File: src/rtl/add_sched_pkg.sv
`default_nettype none
// add_sched_pkg: slice width and FSM state type shared by the sliced add scheduler.
package add_sched_pkg;
   localparam int SLICE_W = 16;

   typedef enum logic [1:0] {
      IDLE = 2'd0,
      ADD  = 2'd1,
      RESP = 2'd2
   } state_t;
endpackage
`default_nettype wire

File: src/rtl/add_sched_add16_cin.sv
`default_nettype none
// add16_cin: combinational 16-bit ripple-carry adder with carry-in and carry-out.
module add16_cin
   import add_sched_pkg::*;
(
   input  logic [SLICE_W-1:0] a,
   input  logic [SLICE_W-1:0] b,
   input  logic               cin,
   output logic [SLICE_W-1:0] sum,
   output logic               cout
);
   logic c;

   always_comb begin
      sum = '0;
      c   = cin;
      for (int i = 0; i < SLICE_W; i++) begin
         sum[i] = a[i] ^ b[i] ^ c;
         c      = (a[i] & b[i]) | (c & (a[i] ^ b[i]));
      end
      cout = c;
   end
endmodule
`default_nettype wire

File: src/rtl/add_sched.sv
`default_nettype none
// add_sched: two-channel round-robin scheduler that performs wide additions
// one 16-bit slice per cycle on a single shared adder.
module add_sched
   import add_sched_pkg::*;
#(
   parameter int NSLICE = 2
)(
   input  logic                      clk,
   input  logic                      rst_n,
   input  logic                      req0_valid,
   output logic                      req0_ready,
   input  logic [SLICE_W*NSLICE-1:0] req0_a,
   input  logic [SLICE_W*NSLICE-1:0] req0_b,
   input  logic                      req1_valid,
   output logic                      req1_ready,
   input  logic [SLICE_W*NSLICE-1:0] req1_a,
   input  logic [SLICE_W*NSLICE-1:0] req1_b,
   output logic                      res_valid,
   input  logic                      res_ready,
   output logic [SLICE_W*NSLICE-1:0] res_sum,
   output logic                      res_carry,
   output logic                      res_id,
   output logic                      busy
);
   localparam int OW = SLICE_W * NSLICE;
   localparam int KW = (NSLICE > 1) ? $clog2(NSLICE) : 1;
   localparam logic [KW-1:0] K_LAST = KW'(NSLICE - 1);

   state_t              state;
   state_t              state_nxt;
   logic [OW-1:0]       a_reg;
   logic [OW-1:0]       b_reg;
   logic [OW-1:0]       sum_reg;
   logic [KW-1:0]       k;
   logic                carry_reg;
   logic                id_reg;
   logic                last_grant;
   logic                grant;
   logic                accept;
   logic [SLICE_W-1:0]  a_slice;
   logic [SLICE_W-1:0]  b_slice;
   logic [SLICE_W-1:0]  add_sum;
   logic                add_cout;

   // On a tie the channel that did not win last time gets the grant.
   always_comb begin
      if (req0_valid && req1_valid) grant = ~last_grant;
      else                          grant = req1_valid;
   end

   assign req0_ready = (state == IDLE) && !grant && req0_valid;
   assign req1_ready = (state == IDLE) &&  grant && req1_valid;
   assign accept     = req0_ready | req1_ready;

   always_comb begin
      a_slice = '0;
      b_slice = '0;
      for (int i = 0; i < NSLICE; i++) begin
         if (k == KW'(i)) begin
            a_slice = a_reg[i*SLICE_W +: SLICE_W];
            b_slice = b_reg[i*SLICE_W +: SLICE_W];
         end
      end
   end

   add16_cin u_add (
      .a    (a_slice),
      .b    (b_slice),
      .cin  (carry_reg),
      .sum  (add_sum),
      .cout (add_cout)
   );

   always_ff @(posedge clk or negedge rst_n) begin
      if (!rst_n) state <= IDLE;
      else        state <= state_nxt;
   end

   always_comb begin
      state_nxt = state;
      case (state)
         IDLE:    if (accept)        state_nxt = ADD;
         ADD:     if (k == K_LAST)   state_nxt = RESP;
         RESP:    if (res_ready)     state_nxt = IDLE;
         default:                    state_nxt = IDLE;
      endcase
   end

   always_ff @(posedge clk or negedge rst_n) begin
      if (!rst_n) begin
         a_reg      <= '0;
         b_reg      <= '0;
         sum_reg    <= '0;
         k          <= '0;
         carry_reg  <= 1'b0;
         id_reg     <= 1'b0;
         last_grant <= 1'b1;
      end else begin
         case (state)
            IDLE: begin
               if (accept) begin
                  a_reg      <= grant ? req1_a : req0_a;
                  b_reg      <= grant ? req1_b : req0_b;
                  id_reg     <= grant;
                  last_grant <= grant;
                  k          <= '0;
                  carry_reg  <= 1'b0;
               end
            end
            ADD: begin
               for (int i = 0; i < NSLICE; i++) begin
                  if (k == KW'(i)) sum_reg[i*SLICE_W +: SLICE_W] <= add_sum;
               end
               carry_reg <= add_cout;
               k         <= k + KW'(1);
            end
            default: ;
         endcase
      end
   end

   assign res_valid = (state == RESP);
   assign res_sum   = sum_reg;
   assign res_carry = carry_reg;
   assign res_id    = id_reg;
   assign busy      = (state != IDLE);
endmodule
`default_nettype wire

File: config.mk
export PLATFORM = sky130hd
export DESIGN_NAME = add_sched
export DESIGN_NICKNAME = d
export VERILOG_FILES = /design/src/rtl/add_sched_pkg.sv /design/src/rtl/add_sched_add16_cin.sv /design/src/rtl/add_sched.sv
export SDC_FILE = /design/constraint.sdc
export NUM_CORES = 1
export LEC_CHECK = 0
export ABC_AREA = 1
export CAP_MARGIN = 40
export CORE_MARGIN = 3
export CORE_UTILIZATION = 51
export DETAILED_ROUTE_END_ITERATION = 10
export PLACE_DENSITY_LB_ADDON = 0.15
export SLEW_MARGIN = 10
export SYNTH_ARGS = -nofsm -noshare
export SYNTH_HDL_FRONTEND = slang
export SYNTH_SLANG_ARGS = --single-unit
File: constraint.sdc
create_clock -name clk -period 14.7 [get_ports clk]
set_clock_uncertainty 0.2 [all_clocks]
set_input_delay 2.94 -clock clk [delete_from_list [all_inputs] [get_ports clk]]
set_output_delay 2.94 -clock clk [all_outputs]
set_load 0.05 [all_outputs]
==> impl_metrics.yaml, run 1 <==
final_layout:
  num_antenna_cells: 0
  final_util: 0.717
  drive_gt1_frac: 0.0391
  final_nets: 1040
  fillers: 864
  syn2layout_area_growth_pct: 34.5
clocking:
  post_cts_buffers: 0
  path_clk_slew_ns: 0.10
  clk-insertion-delay-late_ns: 0.35
  clock-root-buffer: "clkbuf_8"
  cts_sinks: 102
  cts_hold_buf: 0
  cts-resized-gates: 0
  htreeDepth: 3
  cts_tree: "built"
  cts_buffers: 9
  clockBufferDepth: 2
power:
  p_switching_uw: 805
  p_leak_uw: 0.00389
  switching_share: 0.482
  ir_drop_mv: 0.146
  internal_power_uw: 864
  seq_power_share: 0.303
  power.density_nw_per_um2: 222
  power_frac_clock: 0.124
  combPwrFrac: 0.573
sta:
  finalHoldViolations: 0
  rsz0062_at_grt: "false"
  worst_slew_pin_slew_ns: 0.923
  fin_tns_setup_ns: 0
  fin_crit_ns: 8.38
  slew_viol_final: 0
  fin_hold_ws_ns: 0.290
  fin_ws_ns: 6.32
  fin_crit_sh: 0.570
  relSlewSlack: 0.384
  setup_viol: 0
  fmaxAchievable_ghz: 0.119
route:
  drcViolationCount: 0
  routed_wirelength_um: 14500
  viasPerCell: 5.20
  wl_per_cell_um: 14.0
  drtIter0Drc: 357
  vias: 5365
  dr.pass1.iters: 5
  ant_nets: 0
critical_path:
  crit_type: "flop to flop"
  cp_max_fo: 35
  cp-endpoint: "res_sum[31]"
  cp-startpoint: "k"
  rrSetupSlack_ns: 6.32
  critPathArrivalTime_ns: 8.45
  crit_required_ns: 14.77
  r2r-end: "res_sum[31]"
  cp-end-kind: "flop"
  worstReg2RegStart: "k"
  r2r_cells: 24
  start_kind: "flop"
status:
  outcome: "completed"
logic_synthesis:
  synth_top_area_share: 0.453
  synthAdderAreaFrac: 0.0574
  synthCells: 755
  avgSynthCellArea_um2: 7.39
  synth_xor_area_frac: 0
  ys_seq_area_frac: 0.458
  synth_compound_area_frac: 0.0310
  yosysWarnings: 0
  ys_top_cells_by_area: "dfrtp_1 45%, nand2_1 26%, nand3_1 12%, fa_1 5.7%, buf_2 2.6%"
  synth_top_family_by_area: "simple AND/OR/NAND/NOR gates"
  ys_seq_elements: 102
  synth_top_cell_by_area: "dfrtp_1"
  synth_area_um2: 5580
  synth.area.mux_share: 0.00359
  synth_cell_types: 22
  synthSimpleGateAreaFrac: 0.389
  syn_nets: 904
placement:
  place_ws_ns: 6.46
  place_hpwl_um: 11000
  place_congestion: 0.881
  io_buffers: 170
global_route:
  grt_max_degree: 71
  grt_first_pass_wirelength_um: 24600
  grt-ovfl-total: 0
  grt_pass1_vias: 5270
  grt_usage: 0.239
  antenna_found_initial: 0
hold_path:
  hp-class: "flop to flop"
floorplan:
  core_area_um2: 10500
  ios: 171
  die-area_um2: 12200
  core.rowCount: 37
  start_util: 0.533
  die_x_um: 111
  fp.dieH_um: 111
flow_run:
  cap_violations: 0
## worst min-delay path by stage
stage	startpoint	end	slack [ns]	depth (start not counted)
floorplan	last_grant	last_grant	0.25	2
global placement	res_id	res_id	0.26	2
detailed placement	res_sum[25]	res_sum[25]	0.27	2
global route	last_grant	last_grant	0.30	2
CTS	last_grant	last_grant	0.29	2
finish	last_grant	last_grant	0.29	2
## metal layers
metal,routed length (µm),up-vias,global-route usage
li1,-,2651,-
met4,255,0,0.0591
met3,772,23,0.0362
met1,6210,2514,0.325
met5,0,-,0
met2,7240,177,0.403
## logic make-up (layout without fill, tap and decap cells)
| kind of cell | count (synthesis) | in the layout |
|---|---|---|
| flops | 102 | 102 |
| compound gates | 34 | 34 |
| fa+ha+maj | 16 | 16 |
| simple gates | 526 | 526 |
| buf+inv | 75 | 216 |
| mux | 2 | 2 |
## worst max-delay path, stage by stage, from the launching register on
cell     delay [ns]
dfrtp_1        0.33
buf_4          0.33
inv_1          0.51
nand2_1        0.17
nand2_1        0.09
fa_1           0.39
inv_1          0.09
fa_1           0.16
inv_1          0.05
fa_1           0.43
fa_1           0.40
fa_1           0.39
fa_1           0.40
fa_1           0.39
fa_1           0.39
fa_1           0.43
fa_1           0.42
fa_1           0.41
fa_1           0.40
fa_1           0.40
fa_1           0.40
fa_1           0.39
fa_1           0.49
inv_1          0.05
o21ai_0        0.14
## layout make-up
cell class                 count  area [µm²]  area share
clock buffer                  10         128      0.0170
tap                          136         170      0.0227
inverter                      22        82.6      0.0110
sequential                   102        2550       0.340
multi-input combinational    578        2680       0.357
timing repair buffer         178        1780       0.237
clock inverter                 6         109      0.0145
## power by group through the flow
stage | Combinational (µW) | Sequential (µW) | Clock, µW
global route | 1070 | 518 | 220
floorplan | 524 | 629 | 0
detailed placement | 954 | 510 | 0
CTS | 959 | 504 | 209
global placement | 923 | 505 | 0
finish | 957 | 505 | 207
## metrics by stage
step	cells	total power, µW	instance area [µm²]
finish	1032	1670	7500
global placement	1014	1430	7230
detailed placement	1016	1460	7270
CTS	1032	1670	7500
global route	1032	1810	7500
floorplan	755	1150	5580
## Yosys cell counts
cell	count
buf_1	3
o21ai_0	29
o31ai_1	1
dfrtp_1	101
buf_4	6
buf_2	29
nand2_2	6
o21ai_1	3
nor2_4	1
clkbuf_1	14
inv_2	1
clkbuf_2	1
nor2_1	1
dfstp_2	1
nand4_1	2
inv_1	21
a21oi_1	1
nand2_1	386
mux2i_1	2
fa_1	16
nand3_2	1
nand3_1	129
## layout by cell type, fill, tap and decap left out, types with 6 or more instances in the layout
| cell type | netlist | final |
|---|---|---|
| buf_4 | 6 | 7 |
| clkbuf_8 | 0 | 9 |
| clkdlybuf4s50_1 | 0 | 168 |
| dfrtp_1 | 101 | 101 |
| fa_1 | 16 | 16 |
| inv_1 | 21 | 21 |
| nand2_1 | 386 | 386 |
| nand2_2 | 6 | 6 |
| nand3_1 | 129 | 129 |
| o21ai_0 | 29 | 29 |
No activity file was read; power rests on OpenSTA's default activity.
==> inputs of run 2 (changes only) <==
- CORE_UTILIZATION: 51 -> 43
- clock period: 14.7 -> 6.8 ns (I/O delays scaled with it)
==> run 2 against run 1 <==
  * The run now ends with setup timing left
  * Critical path depth is 1 lower
  * Hold slack got worse by 0.017 ns
  * Cell count grew 3.6%
  * Core utilization is 9.5 points lower
  * Via count shrank 1.7%
  * Critical endpoint unchanged
  * Largest power group unchanged
==> impl_metrics.yaml, run 2 (synthesis gave the netlist of run 1 again) <==
critical_path:
  cp_max_fo: 4
  crit_top_cell: "fa_2"
  start_kind: "flop"
  crit_type: "flop to flop"
  crit_required_ns: 6.85
  slowest_delay_ns: 0.48
  crit_slowest_cell: "fa_1"
  crit_path_cell_trace: "inv_2 > nand2_2 > nand2_2 > fa_2 > inv_2 > fa_2 > inv_2 > fa_2 > fa_2 > fa_2 > fa_2 > fa_2 > fa_2 > fa_2 > fa_2 > fa_2 > fa_2 > fa_2 > fa_2 > fa_2 > fa_1 > inv_1 > o21ai_1"
  critPathArrivalTime_ns: 6.92
  cp-end-kind: "flop"
clocking:
  clk-insertion-delay-late_ns: 0.34
  cts_sinks: 102
  cts_buffers: 9
  htreeDepth: 3
  clock-root-buffer: "clkbuf_16"
  cts_tree: "built"
  path_clk_slew_ns: 0.08
  clockBufferDepth: 2
sta:
  rsz0062_at_grt: "true"
  slew_viol_final: 0
  finalHoldViolations: 0
  fin_crit_sh: 1.01
  fin_hold_ws_ns: 0.273
  fin_ws_ns: -0.0701
  fin_crit_ns: 6.87
  setup_viol: 2
  worst_slew_pin_slew_ns: 0.719
  fin_tns_setup_ns: -0.122
  fmaxAchievable_ghz: 0.146
  relSlewSlack: 0.521
power:
  finalPower_uw: 3760
  power.density_nw_per_um2: 488
  p_leak_uw: 0.00391
  ir_drop_mv: 0.197
floorplan:
  fp.dieH_um: 120
  die-area_um2: 14400
  ios: 171
  start_util: 0.451
  die_x_um: 120
  core_area_um2: 12400
  core.rowCount: 40
route:
  vias: 5275
  routed_wirelength_um: 15100
  viasPerCell: 4.93
  wl_per_cell_um: 14.2
  drcViolationCount: 0
  drtIter0Drc: 442
  ant_nets: 0
  dr.pass1.iters: 7
global_route:
  grt_max_degree: 71
  grt-ovfl-total: 0
  grt_usage: 0.216
  grt_pass1_vias: 5171
  antenna_found_initial: 0
  grt_first_pass_wirelength_um: 25300
placement:
  io_buffers: 170
  place_congestion: 0.844
  place_ws_ns: -0.179
  place_hpwl_um: 11700
status:
  outcome: "finished with violations"
  violations: "setup timing"
final_layout:
  seq_area_um2: 2550
  final_nets: 1045
  final_cell_mix: "383 x nand2_1, 168 x clkdlybuf4s50_1, 129 x nand3_1"
  final_common_cell: "nand2_1"
  fillers: 1108
  num_antenna_cells: 0
  drive_gt1_frac: 0.0699
  multiInputGateArea_um2: 2730
  syn2layout_area_growth_pct: 38.0
flow_run:
  cap_violations: 0
hold_path:
  hp-class: "flop to flop"
[run 2: metrics by stage]
stage                     area (µm²)  cells   util
final                           7700   1069  0.623
after global routing            7700   1069  0.623
after CTS                       7680   1069  0.622
after detailed placement        7370   1052  0.596
after global placement          7330   1050  0.593
after floorplan                 5640    755      -
[run 2: final cells by class]
| cell class | instances | share of cell area |
|---|---|---|
| Sequential cell | 102 | 0.332 |
| Tap cell | 168 | 0.0273 |
| Timing Repair Buffer | 183 | 0.236 |
| Clock buffer | 11 | 0.0315 |
| Inverter | 22 | 0.0107 |
| Multi-Input combinational cell | 578 | 0.355 |
| Clock inverter | 5 | 0.00731 |
[run 2: routing by layer]
layer / vias to the layer above / GRT usage / wire [µm]
met5: - / 0 / 0
met3: 14 / 0.0316 / 706
met2: 143 / 0.347 / 7090
li1: 2664 / - / -
met4: 0 / 0.0480 / 154
met1: 2454 / 0.313 / 7190
[run 2: worst max-delay path: cells and delay by family, from the launching register on]
family | cells | cell delay (ns)
buffers and inverters | 4 | 0.22
flip-flops | 1 | 0.41
adder cells (fa/ha/maj) | 16 | 5.70
AO/OA/AOI/OAI | 1 | 0.12
AND/OR/NAND/NOR | 2 | 0.10
[run 2: final timing paths]
path | from | to | slack [ns] | depth (start not counted)
hold reg to reg | last_grant | last_grant | 0.27 | 2
max in group asynchronous | rst_n | k | 4.45 | 2
min in group asynchronous | rst_n | res_id | 0.83 | 1
hold / removal | last_grant | last_grant | 0.27 | 2
setup reg to reg | k | res_sum[31] | -0.07 | 23
setup / recovery | k | res_sum[31] | -0.07 | 23
[run 2: report_power, final]
group	total (µW)	internal, µW	switching (µW)
Clock	512	296	216
Combinational	2150	773	1380
Sequential	1090	909	186
[run 2: repair_timing]
action / 4_1_cts / 5_1_grt
buffers inserted: 1 / 0
endpoints found under the setup margin: 3 / 5
pin swaps: 2 / 2
gates resized for setup: 6 / 6
hold buffers: 0 / 0
==> inputs of run 3 (changes only) <==
- ABC_AREA: 1 -> 0
- PLACE_DENSITY: default -> 0.75
- PLACE_DENSITY_LB_ADDON: 0.15 -> default
==> run 3 against run 2 <==
  * The flow still finishes with violations (setup timing)
  * Critical endpoint is now res_sum[15]
  * Setup slack got worse by 0.19 ns
  * Sequential share of layout area fell by 0.61 points
  * Sequential power barely moved
  * Flip-flop and latch count did not move
  * Die area rose by 0.21%
  * First-iteration DRC count fell by 77%
  * Critical path depth fell by 3
==> impl_metrics.yaml, run 3 <==
status:
  outcome: "finished with violations"
  violations: "setup timing"
global_route:
  grt_first_pass_wirelength_um: 19900
  grt_pass1_vias: 3898
  grt_usage: 0.174
  grt-ovfl-total: 0
  grt_max_degree: 61
  antenna_found_initial: 0
sta:
  rsz0062_at_grt: "true"
  fin_crit_ns: 7.06
  fin_ws_ns: -0.256
  finalHoldViolations: 0
  fmaxAchievable_ghz: 0.142
  worst_slew_pin_slew_ns: 0.767
  slew_viol_final: 0
  relSlewSlack: 0.488
  setup_viol: 3
  fin_crit_sh: 1.04
critical_path:
  crit_top_cell: "fa_2"
  slowest_delay_ns: 0.43
  rrSetupSlack_ns: -0.26
  worst-path-buf-inv: 2
  worstReg2RegStart: "k"
  start_kind: "flop"
  r2r_cells: 20
  cp-startpoint: "k"
  crit_type: "flop to flop"
  cp_top_family: "adder cells"
  critPathArrivalTime_ns: 7.08
  cp-end-kind: "flop"
  crit_slowest_cell: "dfrtp_2"
  crit_path_cell_trace: "mux2_4 > fa_2 > inv_2 > fa_2 > inv_2 > fa_2 > fa_2 > fa_2 > fa_2 > fa_2 > fa_2 > fa_2 > fa_2 > fa_2 > fa_2 > fa_2 > fa_2 > fa_2 > fa_2 > mux2_4"
  crit_required_ns: 6.82
  crit_cells: 20
  r2r-end: "res_sum[15]"
  cp_max_fo: 3
floorplan:
  die-area_um2: 14400
  die_x_um: 120
  fp.dieH_um: 120
  ios: 171
  start_util: 0.441
  core.rowCount: 41
  core_area_um2: 12700
logic_synthesis:
  yosysMostFrequentCell: "mux2_2"
  avgSynthCellArea_um2: 15.7
  synthTopCellsByCount: "114 x mux2_2, 101 x dfrtp_1, 74 x mux2_4"
  synth_edf_count: 0
  ys_seq_elements: 102
  synth_top_cell_by_area: "dfrtp_1"
  syn_nets: 506
  synth_top_area_share: 0.452
  ys_top_cells_by_area: "dfrtp_1 45%, mux2_2 23%, mux2_4 20%, fa_1 5.7%, buf_6 1.2%"
  async_reset_ff_frac: 1.00
  ys_seq_area_frac: 0.457
  synth_cell_types: 25
  ys_dominant_reg_cell: "dfrtp_1"
  synthCells: 357
  yosysWarnings: 0
  synth_area_um2: 5590
final_layout:
  final_nets: 676
  final_common_cell: "clkdlybuf4s50_1"
  num_antenna_cells: 0
  drive_gt1_frac: 0.447
  syn2layout_area_growth_pct: 40.3
  fin_area_um2: 7840
  final_cell_mix: "169 x clkdlybuf4s50_1, 112 x mux2_2, 100 x dfrtp_1"
clocking:
  clockBufferDepth: 2
  htreeDepth: 3
  cts_buffers: 9
  clock-root-buffer: "clkbuf_16"
  path_clk_slew_ns: 0.07
  clk-insertion-delay-late_ns: 0.34
  cts_tree: "built"
  cts_sinks: 102
placement:
  place_hpwl_um: 9210
  place_congestion: 0.760
  placed_area_um2: 7530
  io_buffers: 170
power:
  finalPower_uw: 4120
  ir_drop_mv: 0.352
  power.density_nw_per_um2: 525
  p_leak_uw: 0.00335
route:
  routed_wirelength_um: 12100
  wl_per_cell_um: 17.2
  dr.pass1.iters: 4
  ant_nets: 0
  vias: 3461
  viasPerCell: 4.92
  drtIter0Drc: 102
  drcViolationCount: 0
hold_path:
  hold_start: "res_id"
  hold_depth: 1
  worstHoldEndpoint: "res_id"
  hp-class: "flop to flop"
flow_run:
  cap_violations: 0
[run 3: cell types whose count changed in the layout (fill, tap and decap cells not counted), moves of 5 or more]
cell | before | now
inv_1 | 18 | 3
mux2_2 | 0 | 112
mux2_4 | 0 | 76
nand2_1 | 383 | 5
nand2_2 | 9 | 0
nand3_1 | 129 | 0
o21ai_0 | 27 | 4
o21ai_1 | 5 | 0
[run 3: area by class of cell]
class	instances	area, µm²
clock inverters	7	77.6
repair buffers	180	1820
well taps	172	215
multi-input cells	229	2930
flip-flops and latches	102	2550
clock buffers	9	225
fillers	998	4830
inverters	5	18.8
[run 3: power by group]
part,internal [µW],switching [µW]
sequential,939,179
combinational,1300,1180
clock,290,228
[run 3: worst reg2reg max path, stage by stage (launching register included)]
cell	delay (ns)
dfrtp_2	0.43
mux2_4	0.31
fa_2	0.36
inv_2	0.07
fa_2	0.21
inv_2	0.04
fa_2	0.38
fa_2	0.37
fa_2	0.38
fa_2	0.36
fa_2	0.35
fa_2	0.35
fa_2	0.36
fa_2	0.35
fa_2	0.34
fa_2	0.35
fa_2	0.35
fa_2	0.35
fa_2	0.34
fa_2	0.42
mux2_4	0.27
[run 3: worst max path at each step]
| stage | to | slack [ns] |
|---|---|---|
| after floorplan | res_sum[31] | -0.23 |
| after global placement | res_sum[31] | -0.23 |
| after detailed placement | res_sum[15] | -0.28 |
| after CTS | res_sum[15] | -0.28 |
| after global routing | res_sum[15] | -0.41 |
| final | res_sum[15] | -0.26 |
[run 3: what timing repair did]
| action | in CTS | in global routing |
|---|---|---|
| pin swaps | 1 | 2 |
| hold buffers | 0 | 0 |
| endpoints found under the setup margin | 3 | 5 |
| resized for setup | 1 | 1 |
| setup buffers | 1 | 0 |
[run 3: per-layer routing]
metal	up-vias	track usage	routed length [µm]
met1	1734	0.222	5190
met3	7	0.0462	660
met4	0	0.0322	97
met5	-	0	0
met2	102	0.300	6150
li1	1618	-	-
[run 3: logic make-up after synthesis]
| family | after synthesis | share of synthesized area |
|---|---|---|
| compound gates | 10 | 0.0112 |
| fa+ha+maj | 16 | 0.0573 |
| buf+inv | 26 | 0.0300 |
| simple gates | 13 | 0.0128 |
| flops | 102 | 0.457 |
| mux | 190 | 0.432 |
[run 3: per-stage QoR]
step	TNS (ns)	instances	hold slack (ns)	worst slack, ns	utilization
floorplan	-0.451	357	0.275	-0.226	-
global placement	-0.531	684	0.263	-0.233	0.589
detailed placement	-0.606	687	0.267	-0.275	0.594
CTS	-0.627	704	0.284	-0.285	0.619
global route	-1.09	704	0.299	-0.412	0.619
finish	-0.519	704	0.279	-0.256	0.619
